**config.mk**
```make
export PLATFORM = sky130hd
export DESIGN_NAME = ws281x_rx
export DESIGN_NICKNAME = d
export VERILOG_FILES = /design/src/rtl/ws281x_rx.sv
export SDC_FILE = /design/constraint.sdc
export NUM_CORES = 1
export LEC_CHECK = 0
export CAP_MARGIN = 20
export CORE_ASPECT_RATIO = 0.5
export CORE_MARGIN = 2
export CORE_UTILIZATION = 59
export DETAILED_ROUTE_END_ITERATION = 6
export PLACE_DENSITY = 0.8
export SYNTH_ARGS = -nofsm -noshare
export SYNTH_HDL_FRONTEND = slang
export SYNTH_SLANG_ARGS = --single-unit
```
**constraint.sdc**
```tcl
create_clock -name mclk -period 5.55 [get_ports mclk]
set_clock_uncertainty 0.05 [all_clocks]
set_input_delay 0.555 -clock mclk [delete_from_list [all_inputs] [get_ports mclk]]
set_output_delay 0.555 -clock mclk [all_outputs]
set_load 0.05 [all_outputs]
```
**src/rtl/ws281x_rx.sv**
```systemverilog
// WS281x NRZ stream receiver: decodes pulse widths into 24-bit pixels, buffers them
// in a small FIFO and exposes CFG/STATUS/DATA/PIXCNT over a single-cycle-ack register slave.
module ws281x_rx #(
  parameter int FIFO_DEPTH = 4,
  parameter int TH_W       = 8,
  parameter int RST_W      = 16
) (
  input  logic        mclk,
  input  logic        h_reset_n,
  input  logic        rxd,
  input  logic        reg_cs,
  input  logic        reg_wr,
  input  logic [1:0]  reg_addr,
  input  logic [31:0] reg_wdata,
  input  logic [3:0]  reg_be,
  output logic [31:0] reg_rdata,
  output logic        reg_ack,
  output logic        rx_intr
);
  localparam int AW = $clog2(FIFO_DEPTH);
  localparam int LW = AW + 1;

  typedef enum logic [2:0] {S_DIS, S_SYNC, S_IDLE, S_HIGH, S_LOW} state_t;

  state_t            state_q, state_d;
  logic              meta_q, meta_d, line_q, line_d, prev_q, prev_d;
  logic [31:0]       cfg_q, cfg_d, rdata_q, rdata_d;
  logic              ack_q, ack_d;
  logic [TH_W-1:0]   hcnt_q, hcnt_d;
  logic [RST_W-1:0]  lcnt_q, lcnt_d;
  logic [4:0]        bidx_q, bidx_d;
  logic [23:0]       shift_q, shift_d;
  logic [15:0]       pixcnt_q, pixcnt_d;
  logic              ovf_q, ovf_d, fd_q, fd_d, short_q, short_d, stuck_q, stuck_d;
  logic [23:0]       mem_q [FIFO_DEPTH];
  logic [AW-1:0]     wptr_q, wptr_d, rptr_q, rptr_d;
  logic [LW-1:0]     cnt_q, cnt_d;

  logic enable, rise, fall, hcnt_sat, lo_sync, lo_done, bit_val;
  logic [TH_W-1:0]  th;
  logic [RST_W-1:0] rst_to;
  logic clr, frame_start, hcnt_start, hcnt_inc, lcnt_inc, bit_evt, stuck_evt, frame_end;
  logic acc, w1c, px_evt, do_pop, do_push, ovf_set;
  logic [23:0] px_dat;

  assign enable   = cfg_q[0];
  assign th       = cfg_q[8 +: TH_W];
  assign rst_to   = cfg_q[16 +: RST_W];
  assign rise     = line_q & ~prev_q;
  assign fall     = ~line_q & prev_q;
  assign hcnt_sat = (hcnt_q == '1);
  assign lo_sync  = (lcnt_q >= rst_to);
  assign lo_done  = (lcnt_q == rst_to);
  assign bit_val  = (hcnt_q > th);

  always_ff @(posedge mclk or negedge h_reset_n) begin
    if (!h_reset_n) state_q <= S_DIS;
    else            state_q <= state_d;
  end

  always_comb begin
    state_d = state_q;
    if (!enable) begin
      state_d = S_DIS;
    end else begin
      case (state_q)
        S_DIS:   state_d = S_SYNC;
        S_SYNC:  if (!line_q && lo_sync) state_d = S_IDLE;
        S_IDLE:  if (rise) state_d = S_HIGH;
        S_HIGH:  if (fall) state_d = S_LOW; else if (hcnt_sat) state_d = S_SYNC;
        S_LOW:   if (rise) state_d = S_HIGH; else if (lo_done) state_d = S_IDLE;
        default: state_d = S_DIS;
      endcase
    end
  end

  // hcnt starts at 1 on the rise cycle so it equals the high width when the fall is seen
  always_comb begin
    clr = 1'b0; frame_start = 1'b0; hcnt_start = 1'b0; hcnt_inc = 1'b0;
    lcnt_inc = 1'b0; bit_evt = 1'b0; stuck_evt = 1'b0; frame_end = 1'b0;
    if (!enable) begin
      clr = 1'b1;
    end else begin
      case (state_q)
        S_SYNC: lcnt_inc = !line_q && !lo_sync;
        S_IDLE: begin hcnt_start = rise; frame_start = rise; end
        S_HIGH: begin
          bit_evt   = fall;
          stuck_evt = !fall && hcnt_sat;
          hcnt_inc  = !fall && !hcnt_sat;
        end
        S_LOW: begin
          hcnt_start = rise;
          frame_end  = !rise && lo_done;
          lcnt_inc   = !rise && !lo_done;
        end
        default: clr = 1'b1;
      endcase
    end
  end

  assign acc     = reg_cs & ~ack_q;
  assign w1c     = acc & reg_wr & (reg_addr == 2'd1) & reg_be[0];
  assign px_evt  = bit_evt & (bidx_q == 5'd23);
  assign px_dat  = {shift_q[22:0], bit_val};
  assign do_pop  = acc & ~reg_wr & (reg_addr == 2'd2) & (cnt_q != '0);
  assign do_push = px_evt & ((cnt_q != LW'(FIFO_DEPTH)) | do_pop);
  assign ovf_set = px_evt & ~do_push;

  always_comb begin
    meta_d = rxd;
    line_d = meta_q;
    prev_d = line_q;
    hcnt_d = hcnt_start ? TH_W'(1) : (hcnt_inc ? hcnt_q + TH_W'(1) : '0);
    lcnt_d = lcnt_inc ? lcnt_q + RST_W'(1) : '0;

    bidx_d  = bidx_q;
    shift_d = shift_q;
    if (clr || frame_start || frame_end) begin
      bidx_d  = '0;
      shift_d = '0;
    end else if (bit_evt) begin
      bidx_d  = px_evt ? 5'd0 : bidx_q + 5'd1;
      shift_d = px_dat;
    end

    pixcnt_d = pixcnt_q;
    if (frame_start)                        pixcnt_d = '0;
    else if (px_evt && pixcnt_q != 16'hFFFF) pixcnt_d = pixcnt_q + 16'd1;

    // set events win over a same-cycle W1C
    ovf_d   = (ovf_q   & ~(w1c & reg_wdata[4])) | ovf_set;
    fd_d    = (fd_q    & ~(w1c & reg_wdata[5])) | frame_end;
    short_d = (short_q & ~(w1c & reg_wdata[6])) | (frame_end & (bidx_q != 5'd0));
    stuck_d = (stuck_q & ~(w1c & reg_wdata[7])) | stuck_evt;

    cfg_d = cfg_q;
    for (int i = 0; i < 4; i++)
      if (acc && reg_wr && reg_addr == 2'd0 && reg_be[i]) cfg_d[i*8 +: 8] = reg_wdata[i*8 +: 8];

    wptr_d = wptr_q + AW'(do_push);
    rptr_d = rptr_q + AW'(do_pop);
    cnt_d  = cnt_q + LW'(do_push) - LW'(do_pop);

    ack_d   = acc;
    rdata_d = '0;
    if (acc && !reg_wr) begin
      case (reg_addr)
        2'd0:    rdata_d = cfg_q;
        2'd1:    rdata_d = {24'h0, stuck_q, short_q, fd_q, ovf_q, 1'b0, 3'(cnt_q)};
        2'd2:    rdata_d = (cnt_q != '0) ? {8'h0, mem_q[rptr_q]} : '0;
        default: rdata_d = {16'h0, pixcnt_q};
      endcase
    end
  end

  always_ff @(posedge mclk or negedge h_reset_n) begin
    if (!h_reset_n) begin
      meta_q <= 1'b0; line_q <= 1'b0; prev_q <= 1'b0;
      cfg_q <= '0; rdata_q <= '0; ack_q <= 1'b0;
      hcnt_q <= '0; lcnt_q <= '0; bidx_q <= '0; shift_q <= '0; pixcnt_q <= '0;
      ovf_q <= 1'b0; fd_q <= 1'b0; short_q <= 1'b0; stuck_q <= 1'b0;
      wptr_q <= '0; rptr_q <= '0; cnt_q <= '0;
    end else begin
      meta_q <= meta_d; line_q <= line_d; prev_q <= prev_d;
      cfg_q <= cfg_d; rdata_q <= rdata_d; ack_q <= ack_d;
      hcnt_q <= hcnt_d; lcnt_q <= lcnt_d; bidx_q <= bidx_d; shift_q <= shift_d; pixcnt_q <= pixcnt_d;
      ovf_q <= ovf_d; fd_q <= fd_d; short_q <= short_d; stuck_q <= stuck_d;
      wptr_q <= wptr_d; rptr_q <= rptr_d; cnt_q <= cnt_d;
    end
  end

  always_ff @(posedge mclk) begin
    if (do_push) mem_q[wptr_q] <= px_dat;
  end

  assign reg_ack   = ack_q;
  assign reg_rdata = rdata_q;
  assign rx_intr   = enable & ((cnt_q != '0) | fd_q | ovf_q);
endmodule

```
==> flow_metrics.tcl, run 1 <==
set metrics [dict create \
    status "finished, final reports clean" \
    fin_crit_ns 3.63 \
    rows 34 \
    finalSetupTns_ns 0 \
    pre_cts_slack_ns 1.58 \
    cts_buffers 22 \
    syn_inst 827 \
    crit_type "reg -> reg" \
    grt_remaining_overflow 0 \
    critPathCaptureType "flip-flop" \
    synth.distinct_cells 56 \
    finalMaxSlewViolations 0 \
    via_count 6855 \
    drive_above_1_share 0.126 \
    power_leakage_nw 5.25 \
    synth_area_um2 10600 \
    initial_core_util 0.607 \
    ctsHoldBuffers 0 \
    synth-seq-cells 246 \
    relSlewSlack 0.326 \
    portBuffers 76 \
    num_antenna_cells 0 \
    ys.flop_type "dfrtp_1" \
    crit_family "simple AND/OR/NAND/NOR gates" \
    hold_class "in -> async" \
    setup_slack_ns 1.92 \
    antenna_found_initial 0 \
    synth_fp_nets 904 \
    seq_area_frac_synth 0.625 \
    place_hpwl_mm 15.4 \
    synthArstFlopShare 0.610 \
    path_buf_inv 3 \
    dp.cells 1112 \
    tritoncts "built" \
    grt_max_degree 90 \
    p_per_area_nw_per_um2 324 \
    worstPathMaxFanout 7 \
    routedWlPerCell_um 20.5 \
    cp.required_ns 5.94 \
    drt_iter0_markers 624 \
    finalSetupViolCount 0 \
    rsz0062_at_grt "false" \
    post_cts_buffers 0 \
    core_area_um2 17500 \
    cp_data_arrival_time_ns 4.02 \
    clock.fmax_ghz 0.276 \
    wirelength_mm 23.6 \
    first_global_vias 7023 \
    worst_pin_slew_ns 1.01 \
    yosysWarnings 0 \
    gp_congestion 0.903 \
    grt_pass1_wl_mm 37.9 \
    syn_area_per_cell_um2 12.8 \
    finalNetCount 980 \
    path_cells "ha_1 -> inv_1 -> or4_1 -> nor2_1 -> nand2_1 -> ha_1 -> inv_1 -> ha_1 -> inv_1 -> fa_1 -> xnor2_1 -> xnor2_1" \
    path_clk_slew_ns 0.07 \
    finalHoldViolations 0 \
    slowest_delay_ns 0.73 \
    ctsResizeCount 0 \
    via_per_inst 5.95 \
    grtUsageTotal 0.255 \
    finalPower_w 0.00402 \
    syn_to_final_growth_pct 17.2 \
    synth_edf_count 96 \
    cts-htree-levels 1 \
    cts_root_buf "clkbuf_16" \
    layoutNonFillerInstCount 1153 \
    dieArea_um2 19100 \
    die_height_um 98.8 \
    clock_latency_ns 0.52 \
    die_w_um 194 \
    finalCritPeriodShare 0.654 \
    ios 77 \
    clock-sinks 246 \
    worst_path_max_delay_cell "or4_1" \
    ant_nets 0 \
    drv_cap 0 \
    firstDrtPassIters 5 \
    clockBufferDepth 3 \
    ir_drop_mv 0.225 \
    drc 0 \
    worst_setup_path_start_kind "flip-flop" \
]
==> logic make-up after synthesis <==
logic type               count (synthesis)  share of synthesized area
AO/OA/AOI/OAI                          115                     0.0721
XOR/XNOR                                41                     0.0338
adder cells (fa/ha/maj)                 34                     0.0408
buffers and inverters                   71                     0.0271
flip-flops                             246                      0.625
multiplexers                            57                     0.0858
AND/OR/NAND/NOR                        263                      0.115
==> state kept, by name (all words and copies together), names as in the netlist, 2 cells and up <==
name and cells:
mem_q 96, pixcnt_q 16, lcnt_q 16, cnt_q 3
bidx_q 5, shift_q 23, hcnt_q 8, reg_rdata 32
rptr_q 2, cfg_q 32, state_q 3, wptr_q 2
==> path summary, 6_finish.rpt <==
| kind | startpoint | end | slack [ns] | depth (start not counted) |
|---|---|---|---|---|
| setup / recovery | bidx_q[1]$_DFFE_PN0P_ | cnt_q[2]$_DFF_PN0_ | 1.92 | 12 |
| hold / removal | h_reset_n | shift_q[21]$_DFFE_PN0P_ | 0.06 | 1 |
| setup reg to reg | bidx_q[1]$_DFFE_PN0P_ | cnt_q[2]$_DFF_PN0_ | 1.92 | 12 |
| hold reg to reg | line_d$_DFF_PN0_ | line_q$_DFF_PN0_ | 0.30 | 0 |
| max in group asynchronous | h_reset_n | cfg_q[0]$_DFFE_PN0P_ | 4.02 | 2 |
| min in group mclk | line_d$_DFF_PN0_ | line_q$_DFF_PN0_ | 0.30 | 0 |
==> synth_stat cells (14+ instances only) <==
library cell,number,area share
dfrtp_1,150,0.35
nand2_1,98,0.035
edfxtp_1,96,0.27
nor2_1,74,0.026
a21oi_1,46,0.022
inv_1,36,0.013
ha_1,33,0.039
mux2_2,32,0.034
xor2_1,27,0.022
clkbuf_1,26,0.0092
mux4_2,24,0.051
nand3_1,21,0.0099
o21ai_0,20,0.0094
and3_1,14,0.0083
xnor2_1,14,0.012
==> area by class of cell <==
| cell class | count | area (um2) |
|---|---|---|
| Tap cell | 234 | 293 |
| Multi-Input combinational cell | 510 | 3720 |
| Sequential cell | 246 | 6640 |
| Fill cell | 1158 | 5050 |
| Clock inverter | 12 | 186 |
| Inverter | 37 | 139 |
| Timing Repair Buffer | 86 | 837 |
| Clock buffer | 28 | 624 |
==> cells in the final DEF (no fill, tap or decap), drive strengths merged, types with 3 or more instances in the layout <==
cell | synthesis | final
dfrtp | 150 | 150
a2bb2oi | 7 | 7
a21oi | 46 | 46
bufinv | 0 | 4
nand2 | 98 | 98
clkbuf | 27 | 29
a211oi | 3 | 3
ha | 33 | 33
a21o | 4 | 4
nor3 | 8 | 8
and3 | 14 | 14
xor2 | 27 | 27
o21ai | 21 | 21
mux4 | 24 | 24
xnor2 | 14 | 14
inv | 36 | 37
and4 | 5 | 5
a31oi | 8 | 8
mux2 | 32 | 32
o21a | 4 | 4
nand4 | 10 | 10
nand3 | 21 | 21
clkinv | 1 | 8
edfxtp | 96 | 96
and2 | 3 | 3
clkdlybuf4s50 | 0 | 75
nor2b | 9 | 9
nor3b | 3 | 3
a22o | 9 | 9
buf | 7 | 10
nor2 | 75 | 75
nand2b | 7 | 7
==> metrics by stage <==
step | util | hold WS, ns | area, um2
floorplan | - | 0.209 | 10600
finish | 0.711 | 0.0587 | 12400
detailed placement | 0.664 | 0.288 | 11600
global route | 0.711 | 0.129 | 12400
CTS | 0.711 | 0.0964 | 12400
global placement | 0.664 | 0.285 | 11600
==> layer usage <==
layer	vias to the layer above	track usage	wire, um
met5	-	0	0
met4	0	0.0628	497
met3	47	0.0513	1820
met2	283	0.399	10700
met1	3433	0.376	10600
li1	3092	-	-
==> where the power goes <==
group	leakage, nW	total [W]	switching (W)	internal, W
combinational	1.73	0.000348	0.000199	0.000149
sequential	3.12	0.00201	0.0000629	0.00195
clock	0.403	0.00167	0.000675	0.000992
No activity file was read; power rests on OpenSTA's default activity.
==> inputs of run 2 (changes only) <==
--- a/config.mk
+++ b/config.mk
@@ -8,9 +8,9 @@
 export CAP_MARGIN = 20
 export CORE_ASPECT_RATIO = 0.5
 export CORE_MARGIN = 2
-export CORE_UTILIZATION = 59
+export CORE_UTILIZATION = 53
 export DETAILED_ROUTE_END_ITERATION = 6
-export PLACE_DENSITY = 0.8
+export PLACE_DENSITY = 0.76
 export SYNTH_ARGS = -nofsm -noshare
 export SYNTH_HDL_FRONTEND = slang
 export SYNTH_SLANG_ARGS = --single-unit
==> constraint.sdc (replaced) <==
create_clock -name mclk -period 3.05 [get_ports mclk]
set_clock_uncertainty 0.05 [all_clocks]
set_input_delay 0.305 -clock mclk [delete_from_list [all_inputs] [get_ports mclk]]
set_output_delay 0.305 -clock mclk [all_outputs]
set_load 0.05 [all_outputs]
==> run 2 against run 1 <==
Global-route usage shrank 3.6 points. Clock power grew 65%. Core utilization shrank 7.2 points. Worst setup slack worse by 1.7 ns. Clock-buffer cell count is 3 higher. Sequential power is 82% higher. Design area is 0.53% higher. Power increased by 75%.
==> flow_metrics.tcl, run 2 (synthesized netlist as in run 1, its figures left out) <==
set metrics [dict create \
    status "finished, final reports clean" \
    layoutNonFillerInstCount 1199 \
    grt_pass1_wl_mm 36.5 \
    finalSetupViolCount 0 \
    drc 0 \
    worst_pin_slew_ns 0.818 \
    grtUsageTotal 0.219 \
    ios 77 \
    setup_slack_ns 0.223 \
    place_hpwl_mm 15.4 \
    routedWlPerCell_um 18.8 \
    wirelength_mm 22.5 \
    post_cts_buffers 0 \
    largest_register_ffs 96 \
    gp_congestion 0.872 \
    via_per_inst 5.70 \
    die_height_um 104 \
    cts_buffers 22 \
    cp.required_ns 3.43 \
    clockBufferDepth 3 \
    p_per_area_nw_per_um2 565 \
    crit_family "adder cells" \
    clock_latency_ns 0.52 \
    initial_core_util 0.543 \
    power_leakage_nw 5.29 \
    num_antenna_cells 0 \
    clock-sinks 246 \
    finalHoldViolations 0 \
    core_area_um2 19500 \
    antenna_found_initial 0 \
    drv_cap 0 \
    tritoncts "built" \
    worst_setup_path_start_kind "flip-flop" \
    ir_drop_mv 0.321 \
    via_count 6831 \
    clock.fmax_ghz 0.354 \
    fin_crit_ns 2.83 \
    dp.cells 1160 \
    grt_remaining_overflow 0 \
    drt_iter0_markers 567 \
    finalCritPeriodShare 0.927 \
    hold_class "in -> reg" \
    crit_type "reg -> reg" \
    layout_commonest_cell "dfrtp_1" \
    cp_data_arrival_time_ns 3.21 \
    final_core_util 0.640 \
    path_clk_slew_ns 0.07 \
    syn_to_final_growth_pct 17.8 \
    cts_root_buf "clkbuf_16" \
    layout_common_cells "dfrtp_1, nand2_1, edfxtp_1" \
    finalSetupTns_ns 0 \
    grt_max_degree 85 \
    dieArea_um2 21200 \
    relSlewSlack 0.455 \
    finalNetCount 996 \
    ant_nets 0 \
    die_w_um 204 \
    critPathCaptureType "flip-flop" \
    path_cells "ha_1 -> inv_1 -> or4_1 -> nor2_1 -> nand2_1 -> ha_1 -> inv_1 -> ha_1 -> inv_1 -> fa_1 -> xnor2_1 -> xnor2_1" \
    firstDrtPassIters 5 \
    first_global_vias 6782 \
    cts-htree-levels 1 \
    slowest_delay_ns 0.53 \
    worst_path_max_delay_cell "or4_1" \
    rsz0062_at_grt "false" \
    whs_ns 0.186 \
    fillCellCount 1451 \
    worstPathMaxFanout 4 \
    rows 36 \
    drive_above_1_share 0.134 \
    path_buf_inv 3 \
    portBuffers 76 \
    ctsResizeCount 0 \
    pre_cts_slack_ns 0.243 \
    finalMaxSlewViolations 0 \
    top_register "mem_q" \
]
-- run 2: cell types whose count changed in the layout (fill, tap and decap cells not counted), moves of 2 or more --
cell / previous run / this run
clkinv_2: 6 / 4
clkbuf_1: 2 / 6
bufinv_16: 4 / 2
buf_4: 9 / 24
-- run 2: where the power goes --
| part | total, W | leakage [nW] | internal (W) | switching (W) |
|---|---|---|---|---|
| sequential | 0.00365 | 3.12 | 0.00354 | 0.000104 |
| clock | 0.00276 | 0.351 | 0.00158 | 0.00118 |
| combinational | 0.000650 | 1.81 | 0.000282 | 0.000368 |
| total | 0.00706 | 5.29 | 0.00540 | 0.00166 |
-- run 2: layout make-up --
class                   instances  area, um2  area share
clock inverters                 7       96.3     0.00771
repair buffers                102        972      0.0778
well taps                     266        333      0.0266
flip-flops and latches        246       6640       0.531
clock buffers                  31        614      0.0491
multi-input cells             510       3710       0.297
inverters                      37        139      0.0111
-- run 2: per-stage QoR --
step | cell area (um2) | total power [W]
floorplan | 10600 | 0.00409
global placement | 11800 | 0.00432
detailed placement | 11800 | 0.00435
CTS | 12500 | 0.00710
global route | 12500 | 0.00733
finish | 12500 | 0.00706
-- run 2: repair_timing --
item / in CTS / in global routing
setup endpoints to repair: 0 / 0
endpoints found under the hold margin: 82 / 0
hold buffers: 1 / 0
-- run 2: routing by layer --
metal	wire, um	track usage
met5	0	0
met3	1480	0.0410
met2	10100	0.331
met1	10500	0.332
met4	450	0.0512
-- run 2: worst register-to-register path: stages, from the launching register on --
cell	delay, ns
dfrtp_1	0.40
ha_1	0.19
inv_1	0.04
or4_1	0.53
nor2_1	0.18
nand2_1	0.11
ha_1	0.28
inv_1	0.06
ha_1	0.13
inv_1	0.05
fa_1	0.37
xnor2_1	0.21
xnor2_1	0.15
-- run 2: final timing paths --
| check | cells after the start | from | slack [ns] | end |
|---|---|---|---|---|
| max | 12 | bidx_q[0]$_DFFE_PN0P_ | 0.22 | cnt_q[2]$_DFF_PN0_ |
| min | 1 | rxd | 0.19 | line_d$_DFF_PN0_ |
| max reg2reg | 12 | bidx_q[0]$_DFFE_PN0P_ | 0.22 | cnt_q[2]$_DFF_PN0_ |
| min reg2reg | 0 | line_d$_DFF_PN0_ | 0.31 | line_q$_DFF_PN0_ |
| max in group asynchronous | 3 | h_reset_n | 1.71 | cfg_q[15]$_DFFE_PN0P_ |
| min in group asynchronous | 2 | h_reset_n | 0.36 | reg_rdata[23]$_DFF_PN0_ |
==> inputs of run 3 (changes only) <==
--- a/config.mk
+++ b/config.mk
@@ -8,9 +8,10 @@
 export CAP_MARGIN = 20
 export CORE_ASPECT_RATIO = 0.5
 export CORE_MARGIN = 2
-export CORE_UTILIZATION = 53
+export CORE_UTILIZATION = 59
 export DETAILED_ROUTE_END_ITERATION = 6
-export PLACE_DENSITY = 0.76
+export PLACE_DENSITY = 0.8
+export SKIP_CTS_REPAIR_TIMING = 1
 export SYNTH_ARGS = -nofsm -noshare
 export SYNTH_HDL_FRONTEND = slang
 export SYNTH_SLANG_ARGS = --single-unit
==> constraint.sdc (replaced) <==
create_clock -name mclk -period 3 [get_ports mclk]
set_clock_uncertainty 0.05 [all_clocks]
set_input_delay 0.3 -clock mclk [delete_from_list [all_inputs] [get_ports mclk]]
set_output_delay 0.3 -clock mclk [all_outputs]
set_load 0.05 [all_outputs]
==> run 3 against run 2 <==
Worst setup slack improved by 0.012 ns. Critical path type unchanged. Sequential share of layout area shrank 0.24 points. Register-to-register slack about the same. Core utilization is 7.9 points higher. Flip-flop and latch count unchanged. Highest routed layer unchanged. Clock power grew 7.2%.
==> flow_metrics.tcl, run 3 (synthesized netlist as in run 1, its figures left out) <==
set metrics [dict create \
    clock-sinks 246 \
    grtUsageTotal 0.256 \
    syn_to_final_growth_pct 18.3 \
    wirelength_mm 23.4 \
    place_hpwl_mm 16.1 \
    final_core_util 0.718 \
    rsz0062_at_grt "false" \
    layout_commonest_cell "dfrtp_1" \
    power_leakage_nw 5.33 \
    via_per_inst 5.82 \
    ant_nets 0 \
    finalSetupViolCount 0 \
    dieArea_um2 19100 \
    initial_core_util 0.607 \
    tritoncts "built" \
    core_area_um2 17500 \
    fin_crit_ns 2.76 \
    die_height_um 98.8 \
    largest_register_ffs 96 \
    cts_buffers 22 \
    routedWlPerCell_um 20.0 \
    top_register "mem_q" \
    rows 34 \
    firstDrtPassIters 5 \
    die_w_um 194 \
    via_count 6825 \
    gp_congestion 0.890 \
    drc 0 \
    grt_max_degree 99 \
    first_global_vias 6978 \
    finalNetCount 1000 \
    antenna_found_initial 0 \
    drv_cap 0 \
    clockBufferDepth 3 \
    grt_pass1_wl_mm 38.1 \
    worst_setup_path_start_kind "flip-flop" \
    relSlewSlack 0.523 \
    worstPathMaxFanout 4 \
    num_antenna_cells 0 \
    portBuffers 76 \
    critPathCaptureType "flip-flop" \
    p_per_area_nw_per_um2 583 \
    crit_type "reg -> reg" \
    drt_iter0_markers 580 \
    status "finished, final reports clean" \
    ios 77 \
    finalCritPeriodShare 0.922 \
    cp.required_ns 3.39 \
    clock.fmax_ghz 0.362 \
    drive_above_1_share 0.141 \
    hold_class "in -> reg" \
    ir_drop_mv 0.348 \
    finalHoldViolations 0 \
    finalMaxSlewViolations 0 \
    cts_root_buf "clkbuf_16" \
    path_clk_slew_ns 0.07 \
    setup_slack_ns 0.235 \
    pre_cts_slack_ns 0.283 \
    clock_latency_ns 0.52 \
    cp_data_arrival_time_ns 3.15 \
    cts-htree-levels 1 \
    grt_remaining_overflow 0 \
    layout_common_cells "dfrtp_1, nand2_1, edfxtp_1" \
    worst_pin_slew_ns 0.706 \
]
-- run 3: per-layer routing --
metal,vias to the layer above,share of wire,global-route usage
li1,3135,-,-
met1,3404,0.45,0.376
met2,238,0.45,0.395
met3,48,0.067,0.0520
met4,0,0.024,0.0705
met5,-,0,0
-- run 3: cell type report --
type / instances / area [um2]
Fill cell: 1129 / 4930
Clock buffer: 27 / 579
Multi-Input combinational cell: 510 / 3710
Timing Repair Buffer: 106 / 1010
Clock inverter: 13 / 185
Inverter: 37 / 139
Tap cell: 234 / 293
Sequential cell: 246 / 6640
-- run 3: final timing paths --
kind | start | cells after the start | to | slack [ns]
min in group asynchronous | h_reset_n | 2 | shift_q[20]$_DFFE_PN0P_ | 0.26
setup / recovery | bidx_q[0]$_DFFE_PN0P_ | 12 | cnt_q[2]$_DFF_PN0_ | 0.24
hold reg to reg | line_d$_DFF_PN0_ | 0 | line_q$_DFF_PN0_ | 0.32
hold / removal | rxd | 1 | line_d$_DFF_PN0_ | 0.20
setup reg to reg | bidx_q[0]$_DFFE_PN0P_ | 12 | cnt_q[2]$_DFF_PN0_ | 0.24
max in group asynchronous | h_reset_n | 3 | reg_rdata[10]$_DFF_PN0_ | 1.70
-- run 3: through the flow --
step | power, W | std cells | TNS, ns | hold slack [ns] | area (um2)
after global routing | 0.00760 | 1173 | 0 | 0.179 | 12600
after floorplan | 0.00416 | 827 | -6.07 | -0.0456 | 10600
final | 0.00732 | 1173 | 0 | 0.201 | 12600
after global placement | 0.00439 | 1132 | 0 | 0.227 | 11800
after CTS | 0.00737 | 1172 | 0 | -0.311 | 12500
after detailed placement | 0.00443 | 1132 | 0 | 0.240 | 11800
-- run 3: report_power, final --
group | switching (W) | internal, W
sequential | 0.000106 | 0.00360
clock | 0.00122 | 0.00173
combinational | 0.000372 | 0.000287
-- run 3: worst max-delay path, cell delays in order, from the launching register on --
cell and delay, ns:
dfrtp_1 0.42, ha_1 0.20, inv_1 0.04, or4_1 0.52, nor2_1 0.16, nand2_1 0.09
ha_1 0.27, inv_1 0.05, ha_1 0.14, inv_1 0.05, fa_1 0.37, xnor2_1 0.18
xnor2_1 0.13
